## src/rtl/vga_window_arbiter_pkg.sv

```systemverilog
`default_nettype none
// ============================================================================
// Module   : vga_window_arbiter_pkg
// Brief    : Shared encodings for the overlay window compositor.
// Revision : 1.0 - initial release
// ============================================================================
package vga_window_arbiter_pkg;

  localparam int VGA_CNTR_BIT_WIDTH = 11;

  localparam logic [2:0] CFG_X_LO   = 3'd0;
  localparam logic [2:0] CFG_X_HI   = 3'd1;
  localparam logic [2:0] CFG_Y_LO   = 3'd2;
  localparam logic [2:0] CFG_Y_HI   = 3'd3;
  localparam logic [2:0] CFG_FILL   = 3'd4;
  localparam logic [2:0] CFG_BORDER = 3'd5;
  localparam logic [2:0] CFG_CTRL   = 3'd6;

  localparam int CTRL_EN_BIT     = 0;
  localparam int CTRL_BORDER_BIT = 1;

  typedef enum logic [1:0] {
    ST_IDLE    = 2'd0,
    ST_PENDING = 2'd1,
    ST_COMMIT  = 2'd2
  } cfg_state_t;

endpackage
`default_nettype wire

```

## src/rtl/vga_window_arbiter_if.sv

```systemverilog
`default_nettype none
// ============================================================================
// Module   : vga_window_arbiter_if
// Brief    : Pixel stream, configuration and composited-output bundle.
// Revision : 1.0 - initial release
// ============================================================================
interface vga_window_arbiter_if #(
  parameter int N_WIN   = 4,
  parameter int CW      = 11,
  parameter int COLOR_W = 8
) ();
  localparam int WIN_W = $clog2(N_WIN);

  logic [CW-1:0]      X;
  logic [CW-1:0]      Y;
  logic               pix_valid;
  logic               vblank_start;
  logic               cfg_valid;
  logic               cfg_ready;
  logic [WIN_W-1:0]   cfg_win;
  logic [2:0]         cfg_field;
  logic [CW-1:0]      cfg_data;
  logic               cfg_commit;
  logic               commit_busy;
  logic               commit_done;
  logic               pix_out_valid;
  logic [COLOR_W-1:0] pix_color;
  logic               pix_hit;
  logic [WIN_W-1:0]   pix_win;
  logic               pix_border;

  modport master (
    output X, Y, pix_valid, vblank_start, cfg_valid, cfg_win, cfg_field,
           cfg_data, cfg_commit,
    input  cfg_ready, commit_busy, commit_done, pix_out_valid, pix_color,
           pix_hit, pix_win, pix_border
  );

  modport slave (
    input  X, Y, pix_valid, vblank_start, cfg_valid, cfg_win, cfg_field,
           cfg_data, cfg_commit,
    output cfg_ready, commit_busy, commit_done, pix_out_valid, pix_color,
           pix_hit, pix_win, pix_border
  );
endinterface
`default_nettype wire

```

## src/rtl/vga_window_arbiter_match.sv

```systemverilog
`default_nettype none
// ============================================================================
// Module   : vga_win_match
// Brief    : Registered hit/border compare of one window against the pixel.
// Revision : 1.0 - initial release
// ============================================================================
module vga_win_match #(
  parameter int CW = 11
) (
  input  wire logic          clk,
  input  wire logic          rst_n,
  input  wire logic [CW-1:0] i_x,
  input  wire logic [CW-1:0] i_y,
  input  wire logic          i_pix_valid,
  input  wire logic [CW-1:0] i_x_lo,
  input  wire logic [CW-1:0] i_x_hi,
  input  wire logic [CW-1:0] i_y_lo,
  input  wire logic [CW-1:0] i_y_hi,
  input  wire logic          i_en,
  input  wire logic          i_border_en,
  output logic               o_hit,
  output logic               o_border
);
  logic w_in_x;
  logic w_in_y;
  logic w_hit;
  logic w_edge;

  // Half-open ranges make lo >= hi naturally empty.
  assign w_in_x = (i_x >= i_x_lo) && (i_x < i_x_hi);
  assign w_in_y = (i_y >= i_y_lo) && (i_y < i_y_hi);
  assign w_hit  = i_pix_valid && i_en && w_in_x && w_in_y;
  assign w_edge = (i_x == i_x_lo) || (i_x == i_x_hi - CW'(1)) ||
                  (i_y == i_y_lo) || (i_y == i_y_hi - CW'(1));

  always_ff @(posedge clk or negedge rst_n) begin
    if (!rst_n) begin
      o_hit    <= 1'b0;
      o_border <= 1'b0;
    end else begin
      o_hit    <= w_hit;
      o_border <= w_hit && i_border_en && w_edge;
    end
  end
endmodule
`default_nettype wire

```

## src/rtl/vga_window_arbiter.sv

```systemverilog
`default_nettype none
// ============================================================================
// Module   : vga_window_arbiter
// Brief    : Shadow/active window config with frame-boundary commit and a
//            two-stage fixed-priority pixel compositor.
// Revision : 1.0 - initial release
// ============================================================================
module vga_window_arbiter
  import vga_window_arbiter_pkg::*;
#(
  parameter int                 N_WIN    = 4,
  parameter int                 CW       = VGA_CNTR_BIT_WIDTH,
  parameter int                 COLOR_W  = 8,
  parameter logic [COLOR_W-1:0] BG_COLOR = '0
) (
  input  wire logic             clk,
  input  wire logic             rst_n,
  vga_window_arbiter_if.slave   bus
);
  localparam int WIN_W = $clog2(N_WIN);
  localparam logic [WIN_W:0] c_N_WIN = (WIN_W+1)'(N_WIN);

  cfg_state_t r_state;
  cfg_state_t w_next;
  logic       w_ready;
  logic       w_busy;
  logic       w_done;
  logic       w_wr;

  logic [CW-1:0]      r_sh_xlo [N_WIN];
  logic [CW-1:0]      r_sh_xhi [N_WIN];
  logic [CW-1:0]      r_sh_ylo [N_WIN];
  logic [CW-1:0]      r_sh_yhi [N_WIN];
  logic [COLOR_W-1:0] r_sh_fcol[N_WIN];
  logic [COLOR_W-1:0] r_sh_bcol[N_WIN];
  logic [N_WIN-1:0]   r_sh_en;
  logic [N_WIN-1:0]   r_sh_ben;

  logic [CW-1:0]      r_ac_xlo [N_WIN];
  logic [CW-1:0]      r_ac_xhi [N_WIN];
  logic [CW-1:0]      r_ac_ylo [N_WIN];
  logic [CW-1:0]      r_ac_yhi [N_WIN];
  logic [COLOR_W-1:0] r_ac_fcol[N_WIN];
  logic [COLOR_W-1:0] r_ac_bcol[N_WIN];
  logic [N_WIN-1:0]   r_ac_en;
  logic [N_WIN-1:0]   r_ac_ben;

  logic [N_WIN-1:0]   w_s1_hit;
  logic [N_WIN-1:0]   w_s1_border;
  logic               r_s1_valid;

  logic               w_hit;
  logic [WIN_W-1:0]   w_win;
  logic               w_border;
  logic [COLOR_W-1:0] w_color;
  logic               r_out_valid;
  logic               r_out_hit;
  logic [WIN_W-1:0]   r_out_win;
  logic               r_out_border;
  logic [COLOR_W-1:0] r_out_color;

  always_ff @(posedge clk or negedge rst_n) begin
    if (!rst_n) r_state <= ST_IDLE;
    else        r_state <= w_next;
  end

  // vblank_start is only looked at once PENDING, so a coincident pulse in IDLE is dropped.
  always_comb begin
    w_next  = r_state;
    w_ready = 1'b0;
    w_busy  = 1'b0;
    w_done  = 1'b0;
    case (r_state)
      ST_IDLE: begin
        w_ready = 1'b1;
        if (bus.cfg_commit) w_next = ST_PENDING;
      end
      ST_PENDING: begin
        w_busy = 1'b1;
        if (bus.vblank_start) w_next = ST_COMMIT;
      end
      ST_COMMIT: begin
        w_busy = 1'b1;
        w_done = 1'b1;
        w_next = ST_IDLE;
      end
      default: w_next = ST_IDLE;
    endcase
  end

  assign w_wr = bus.cfg_valid && w_ready && ({1'b0, bus.cfg_win} < c_N_WIN);

  always_ff @(posedge clk or negedge rst_n) begin
    if (!rst_n) begin
      for (int i = 0; i < N_WIN; i++) begin
        r_sh_xlo[i]  <= '0;
        r_sh_xhi[i]  <= '0;
        r_sh_ylo[i]  <= '0;
        r_sh_yhi[i]  <= '0;
        r_sh_fcol[i] <= '0;
        r_sh_bcol[i] <= '0;
        r_ac_xlo[i]  <= '0;
        r_ac_xhi[i]  <= '0;
        r_ac_ylo[i]  <= '0;
        r_ac_yhi[i]  <= '0;
        r_ac_fcol[i] <= '0;
        r_ac_bcol[i] <= '0;
      end
      r_sh_en  <= '0;
      r_sh_ben <= '0;
      r_ac_en  <= '0;
      r_ac_ben <= '0;
    end else begin
      if (w_wr) begin
        case (bus.cfg_field)
          CFG_X_LO:   r_sh_xlo[bus.cfg_win]  <= bus.cfg_data;
          CFG_X_HI:   r_sh_xhi[bus.cfg_win]  <= bus.cfg_data;
          CFG_Y_LO:   r_sh_ylo[bus.cfg_win]  <= bus.cfg_data;
          CFG_Y_HI:   r_sh_yhi[bus.cfg_win]  <= bus.cfg_data;
          CFG_FILL:   r_sh_fcol[bus.cfg_win] <= bus.cfg_data[COLOR_W-1:0];
          CFG_BORDER: r_sh_bcol[bus.cfg_win] <= bus.cfg_data[COLOR_W-1:0];
          CFG_CTRL: begin
            r_sh_en[bus.cfg_win]  <= bus.cfg_data[CTRL_EN_BIT];
            r_sh_ben[bus.cfg_win] <= bus.cfg_data[CTRL_BORDER_BIT];
          end
          default: ;
        endcase
      end
      if (r_state == ST_COMMIT) begin
        r_ac_xlo  <= r_sh_xlo;
        r_ac_xhi  <= r_sh_xhi;
        r_ac_ylo  <= r_sh_ylo;
        r_ac_yhi  <= r_sh_yhi;
        r_ac_fcol <= r_sh_fcol;
        r_ac_bcol <= r_sh_bcol;
        r_ac_en   <= r_sh_en;
        r_ac_ben  <= r_sh_ben;
      end
    end
  end

  generate
    for (genvar g = 0; g < N_WIN; g++) begin : g_win
      vga_win_match #(.CW(CW)) u_match (
        .clk         (clk),
        .rst_n       (rst_n),
        .i_x         (bus.X),
        .i_y         (bus.Y),
        .i_pix_valid (bus.pix_valid),
        .i_x_lo      (r_ac_xlo[g]),
        .i_x_hi      (r_ac_xhi[g]),
        .i_y_lo      (r_ac_ylo[g]),
        .i_y_hi      (r_ac_yhi[g]),
        .i_en        (r_ac_en[g]),
        .i_border_en (r_ac_ben[g]),
        .o_hit       (w_s1_hit[g]),
        .o_border    (w_s1_border[g])
      );
    end
  endgenerate

  // Walk from lowest priority upward so the lowest hitting index is left standing.
  always_comb begin
    w_hit    = 1'b0;
    w_win    = '0;
    w_border = 1'b0;
    w_color  = BG_COLOR;
    for (int i = N_WIN - 1; i >= 0; i--) begin
      if (w_s1_hit[i]) begin
        w_hit    = 1'b1;
        w_win    = WIN_W'(i);
        w_border = w_s1_border[i];
        w_color  = w_s1_border[i] ? r_ac_bcol[i] : r_ac_fcol[i];
      end
    end
  end

  always_ff @(posedge clk or negedge rst_n) begin
    if (!rst_n) begin
      r_s1_valid   <= 1'b0;
      r_out_valid  <= 1'b0;
      r_out_hit    <= 1'b0;
      r_out_win    <= '0;
      r_out_border <= 1'b0;
      r_out_color  <= BG_COLOR;
    end else begin
      r_s1_valid   <= bus.pix_valid;
      r_out_valid  <= r_s1_valid;
      r_out_hit    <= w_hit;
      r_out_win    <= w_win;
      r_out_border <= w_border;
      r_out_color  <= w_color;
    end
  end

  assign bus.cfg_ready     = w_ready;
  assign bus.commit_busy   = w_busy;
  assign bus.commit_done   = w_done;
  assign bus.pix_out_valid = r_out_valid;
  assign bus.pix_hit       = r_out_hit;
  assign bus.pix_win       = r_out_win;
  assign bus.pix_border    = r_out_border;
  assign bus.pix_color     = r_out_color;
endmodule
`default_nettype wire

```

## src/flat_wrapper.sv

```systemverilog
// flat-port wrapper written by rule: the top's interface ports become plain ports
module vga_window_arbiter_flat import vga_window_arbiter_pkg::*;
#(
  parameter int                 N_WIN    = 4,
  parameter int                 CW       = VGA_CNTR_BIT_WIDTH,
  parameter int                 COLOR_W  = 8,
  parameter logic [COLOR_W-1:0] BG_COLOR = '0
)
  (clk, rst_n, bus_X, bus_Y, bus_pix_valid, bus_vblank_start, bus_cfg_valid, bus_cfg_win, bus_cfg_field, bus_cfg_data, bus_cfg_commit, bus_cfg_ready, bus_commit_busy, bus_commit_done, bus_pix_out_valid, bus_pix_color, bus_pix_hit, bus_pix_win, bus_pix_border);
  vga_window_arbiter_if #(.N_WIN(N_WIN), .CW(CW), .COLOR_W(COLOR_W)) bus_i ();
  input  wire logic clk;
  input  wire logic rst_n;
  input wire logic [$bits(bus_i.X)-1:0] bus_X;
  input wire logic [$bits(bus_i.Y)-1:0] bus_Y;
  input wire logic [$bits(bus_i.pix_valid)-1:0] bus_pix_valid;
  input wire logic [$bits(bus_i.vblank_start)-1:0] bus_vblank_start;
  input wire logic [$bits(bus_i.cfg_valid)-1:0] bus_cfg_valid;
  input wire logic [$bits(bus_i.cfg_win)-1:0] bus_cfg_win;
  input wire logic [$bits(bus_i.cfg_field)-1:0] bus_cfg_field;
  input wire logic [$bits(bus_i.cfg_data)-1:0] bus_cfg_data;
  input wire logic [$bits(bus_i.cfg_commit)-1:0] bus_cfg_commit;
  output wire logic [$bits(bus_i.cfg_ready)-1:0] bus_cfg_ready;
  output wire logic [$bits(bus_i.commit_busy)-1:0] bus_commit_busy;
  output wire logic [$bits(bus_i.commit_done)-1:0] bus_commit_done;
  output wire logic [$bits(bus_i.pix_out_valid)-1:0] bus_pix_out_valid;
  output wire logic [$bits(bus_i.pix_color)-1:0] bus_pix_color;
  output wire logic [$bits(bus_i.pix_hit)-1:0] bus_pix_hit;
  output wire logic [$bits(bus_i.pix_win)-1:0] bus_pix_win;
  output wire logic [$bits(bus_i.pix_border)-1:0] bus_pix_border;
  assign bus_i.X = bus_X;
  assign bus_i.Y = bus_Y;
  assign bus_i.pix_valid = bus_pix_valid;
  assign bus_i.vblank_start = bus_vblank_start;
  assign bus_i.cfg_valid = bus_cfg_valid;
  assign bus_i.cfg_win = bus_cfg_win;
  assign bus_i.cfg_field = bus_cfg_field;
  assign bus_i.cfg_data = bus_cfg_data;
  assign bus_i.cfg_commit = bus_cfg_commit;
  assign bus_cfg_ready = bus_i.cfg_ready;
  assign bus_commit_busy = bus_i.commit_busy;
  assign bus_commit_done = bus_i.commit_done;
  assign bus_pix_out_valid = bus_i.pix_out_valid;
  assign bus_pix_color = bus_i.pix_color;
  assign bus_pix_hit = bus_i.pix_hit;
  assign bus_pix_win = bus_i.pix_win;
  assign bus_pix_border = bus_i.pix_border;
  vga_window_arbiter #(.N_WIN(N_WIN), .CW(CW), .COLOR_W(COLOR_W), .BG_COLOR(BG_COLOR)) u_core (.clk(clk), .rst_n(rst_n), .bus(bus_i));
endmodule
```

## config.mk

```make
export PLATFORM = sky130hd
export DESIGN_NAME = vga_window_arbiter_flat
export DESIGN_NICKNAME = d
export VERILOG_FILES = /design/src/rtl/vga_window_arbiter_pkg.sv /design/src/rtl/vga_window_arbiter_if.sv /design/src/rtl/vga_window_arbiter_match.sv /design/src/rtl/vga_window_arbiter.sv /design/src/flat_wrapper.sv
export SDC_FILE = /design/constraint.sdc
export NUM_CORES = 1
export LEC_CHECK = 0
export ABC_AREA = 1
export CORE_MARGIN = 8
export CORE_UTILIZATION = 45
export DETAILED_ROUTE_END_ITERATION = 12
export GPL_ROUTABILITY_DRIVEN = 0
export PLACE_DENSITY_LB_ADDON = 0.1
export SETUP_SLACK_MARGIN = 0.1
export SLEW_MARGIN = 40
export SYNTH_ARGS = -nofsm -noshare
export SYNTH_HDL_FRONTEND = slang
export SYNTH_SLANG_ARGS = --single-unit
```

## constraint.sdc

```tcl
create_clock -name clk -period 1.9 [get_ports clk]
set_input_delay 0.38 -clock clk [delete_from_list [all_inputs] [get_ports clk]]
set_output_delay 0.38 -clock clk [all_outputs]
set_load 0.02 [all_outputs]
```

==> results_dict.tcl <==
set metrics [dict create \
    status "finished clean" \
    timing.final.crit_share_pct 97.5 \
    num_rows 89 \
    clock_latency_ps 650 \
    finClkSkew_ps 48.4 \
    grt_max_degree 100 \
    slew_viol_final 0 \
    power.density_mw_per_mm2 1580 \
    cp-end-kind "primary output" \
    hpwl_um 51500 \
    timing.critical_path.buf_inv 2 \
    synth_xor_xnor_area_share_pct 1.44 \
    timing.final.crit_period_ps 1850 \
    path_class "flip-flop to primary output" \
    finalHoldViolations 0 \
    drt-vias-per-instance 5.23 \
    drt-total-wl_um 77000 \
    ys_warn_count 0 \
    synth.area.mux_share_pct 2.16 \
    synth_flop_cell "dfrtp_1" \
    syn_area_mm2 0.0266 \
    r2r_cells 11 \
    clk_pin_slew_ps 60 \
    drive_gt1_share_pct 15.0 \
    io_buffers 59 \
    start_util_pct 45.2 \
    cts_htree_levels 2 \
    cts_tree "built" \
    synth_seq_area_share_pct 49.0 \
    drt-pass1-iter-count 7 \
    syn2layout_area_growth_pct 23.5 \
    r2r_slack_ps 140 \
    fin_nets 3636 \
    antenna_found_initial 6 \
    peakVddDrop_uv 937 \
    cts_made_buffers 57 \
    maxCapViolCount 0 \
    grt_pass1_vias 21500 \
    synthAdderAreaFrac_pct 8.86 \
    synth_compound_area_share_pct 12.8 \
    gr-total-overflow 0 \
    start_kind "flip-flop" \
    arrival_ps 1470 \
    final_common_cell "nand2_1" \
    async_flop_share_pct 100 \
    synthCells 3175 \
    ys_ff_latch 520 \
    power.leakage_nw 16.0 \
    setup_viol 0 \
    r2r-end "u_core.g_win[1].u_match.o_border$_DFF_PN0_" \
    yosys.area_share.simple_pct 19.3 \
    r2r_start "u_core.r_ac_yhi[26]$_DFFE_PN0P_" \
    fmax_mhz 540 \
    cts-root-buf "clkbuf_16" \
    required_ps 1520 \
    drt_iter0_drc 1663 \
    grt_pass1_wl_um 120000 \
    io_pins 60 \
    final_cell_mix "nand2_1, dfrtp_1, o21ai_0" \
    die_h_um 259 \
    floorplan.core_area_mm2 0.0587 \
    cp_cell_sequence "inv_2 -> ha_4 -> buf_6" \
    avgSynthCellArea_um2 8.36 \
    slew_headroom_pct 54.0 \
    drc 0 \
    timing.final.ws_setup_ps 48.1 \
    final_util_pct 55.9 \
    worst_path_max_delay_cell "dfrtp_1" \
    synth_top_family_by_area "simple AND/OR/NAND/NOR gates" \
    syn_nets 3407 \
    numClockSinks 520 \
    critPathTopFamily "flip-flops" \
    antenna_left 0 \
    rsz0062_at_grt "true" \
    dieWidth_um 259 \
    tightest_slew_ps 690 \
    wl_per_cell_um 18.2 \
    dieArea_mm2 0.0670 \
    critical_path.max_stage_delay_ps 390 \
    cp_max_fo 2 \
    clockBufferDepth 3 \
    place_ws_ps -705 \
    grt_use_total_pct 22.5 \
    hold_class "primary input to asynchronous set/reset pin" \
    synth_edf_count 0 \
    yosysUniqueCellTypes 40 \
    power_mw 51.9 \
    vias 22100 \
]
==> Yosys cell counts, types with 8 or more instances <==
cell type	instances	area [µm²]
nand2_1	884	3320
o21ai_0	528	2640
dfrtp_1	520	13000
inv_1	317	1190
nor2_1	200	751
ha_1	188	2350
nand3_1	123	616
a21oi_1	107	536
clkbuf_1	70	263
mux2_2	51	574
buf_2	45	225
nand4_1	29	181
xor2_1	22	193
xnor2_1	19	166
nand3b_1	15	113
o21a_1	12	90.1
nor3_1	8	40.0
==> metrics by stage <==
step | cell area (µm²) | hold WS, ps | std cells | TNS, ps
2_1_floorplan | 26600 | 84.4 | 3175 | 0
3_3_place_gp | 29700 | 259 | 4079 | -17440
3_5_place_dp | 29700 | 264 | 4079 | -18950
4_1_cts | 31900 | 180 | 4198 | -22.5
5_1_grt | 32800 | 211 | 4226 | -18.5
6_report | 32800 | 197 | 4231 | 0
==> worst max path at each step <==
| stage | endpoint | start | cells past startpoint | slack (ps) |
|---|---|---|---|---|
| final | bus_commit_busy | u_core.r_state[0]$_DFFE_PN0P_ | 3 | 50 |
| after global routing | u_core.g_win[1].u_match.o_border$_DFF_PN0_ | u_core.r_ac_yhi[26]$_DFFE_PN0P_ | 11 | -10 |
| after CTS | bus_commit_busy | u_core.r_state[1]$_DFFE_PN0P_ | 3 | -20 |
| after detailed placement | u_core.g_win[2].u_match.o_border$_DFF_PN0_ | bus_Y[2] | 11 | -710 |
| after global placement | u_core.g_win[2].u_match.o_border$_DFF_PN0_ | bus_Y[6] | 11 | -730 |
| after floorplan | u_core.r_ac_bcol[11]$_DFFE_PN0P_ | u_core.r_state[0]$_DFFE_PN0P_ | 6 | 110 |
==> metal layers <==
| metal | share of wire (%) | global-route usage [%] | wire length (µm) |
|---|---|---|---|
| met5 | 0.017 | 0 | 13 |
| met4 | 3.2 | 7.12 | 2460 |
| met3 | 5.4 | 3.19 | 4130 |
| met2 | 46 | 36.1 | 35200 |
| met1 | 46 | 31.3 | 35200 |
==> where the power goes <==
part / total [mW] / switching, mW / internal (mW)
clock network: 11.9 / 4.71 / 7.14
logic: 23.1 / 13.7 / 9.45
registers: 16.9 / 2.06 / 14.9
==> cell families after synthesis <==
kind of cell               count (synthesis)
buffers and inverters                    439
adders and majority gates                188
DFF                                      520
muxes                                     51
and+or+nand+nor                         1272
xor gates and xnor gates                  42
AOI/OAI and AO/OA                        663
==> timing repair <==
action,4_1_cts,5_1_grt
setup buffers,10,21
resized for setup,66,198
hold buffers,1,0
hold endpoints to repair,97,0
pin swaps,16,62
gates cloned,0,7
endpoints found under the setup margin,143,167
==> area by class of cell <==
cell class	count	area (µm²)
clock buffer	88	1700
antenna	5	12.5
timing repair buffer	290	3150
sequential	520	13000
clock inverter	20	343
inverter	319	1200
multi-input combinational	2216	12400
fill	5326	25900
tap	773	967
==> state kept, by name (all words and copies together), names as in the netlist, 8 cells and up <==
name / count
u_core.r_sh_xhi: 44
u_core.r_ac_yhi: 44
u_core.r_ac_fcol: 32
u_core.r_ac_xhi: 44
u_core.bus.pix_color: 8
u_core.r_ac_xlo: 44
u_core.r_sh_yhi: 44
u_core.r_sh_bcol: 32
u_core.r_sh_ylo: 44
u_core.r_sh_xlo: 44
u_core.r_ac_bcol: 32
u_core.r_ac_ylo: 44
u_core.r_sh_fcol: 32
Note: power is estimated with default switching activity, not from simulation.
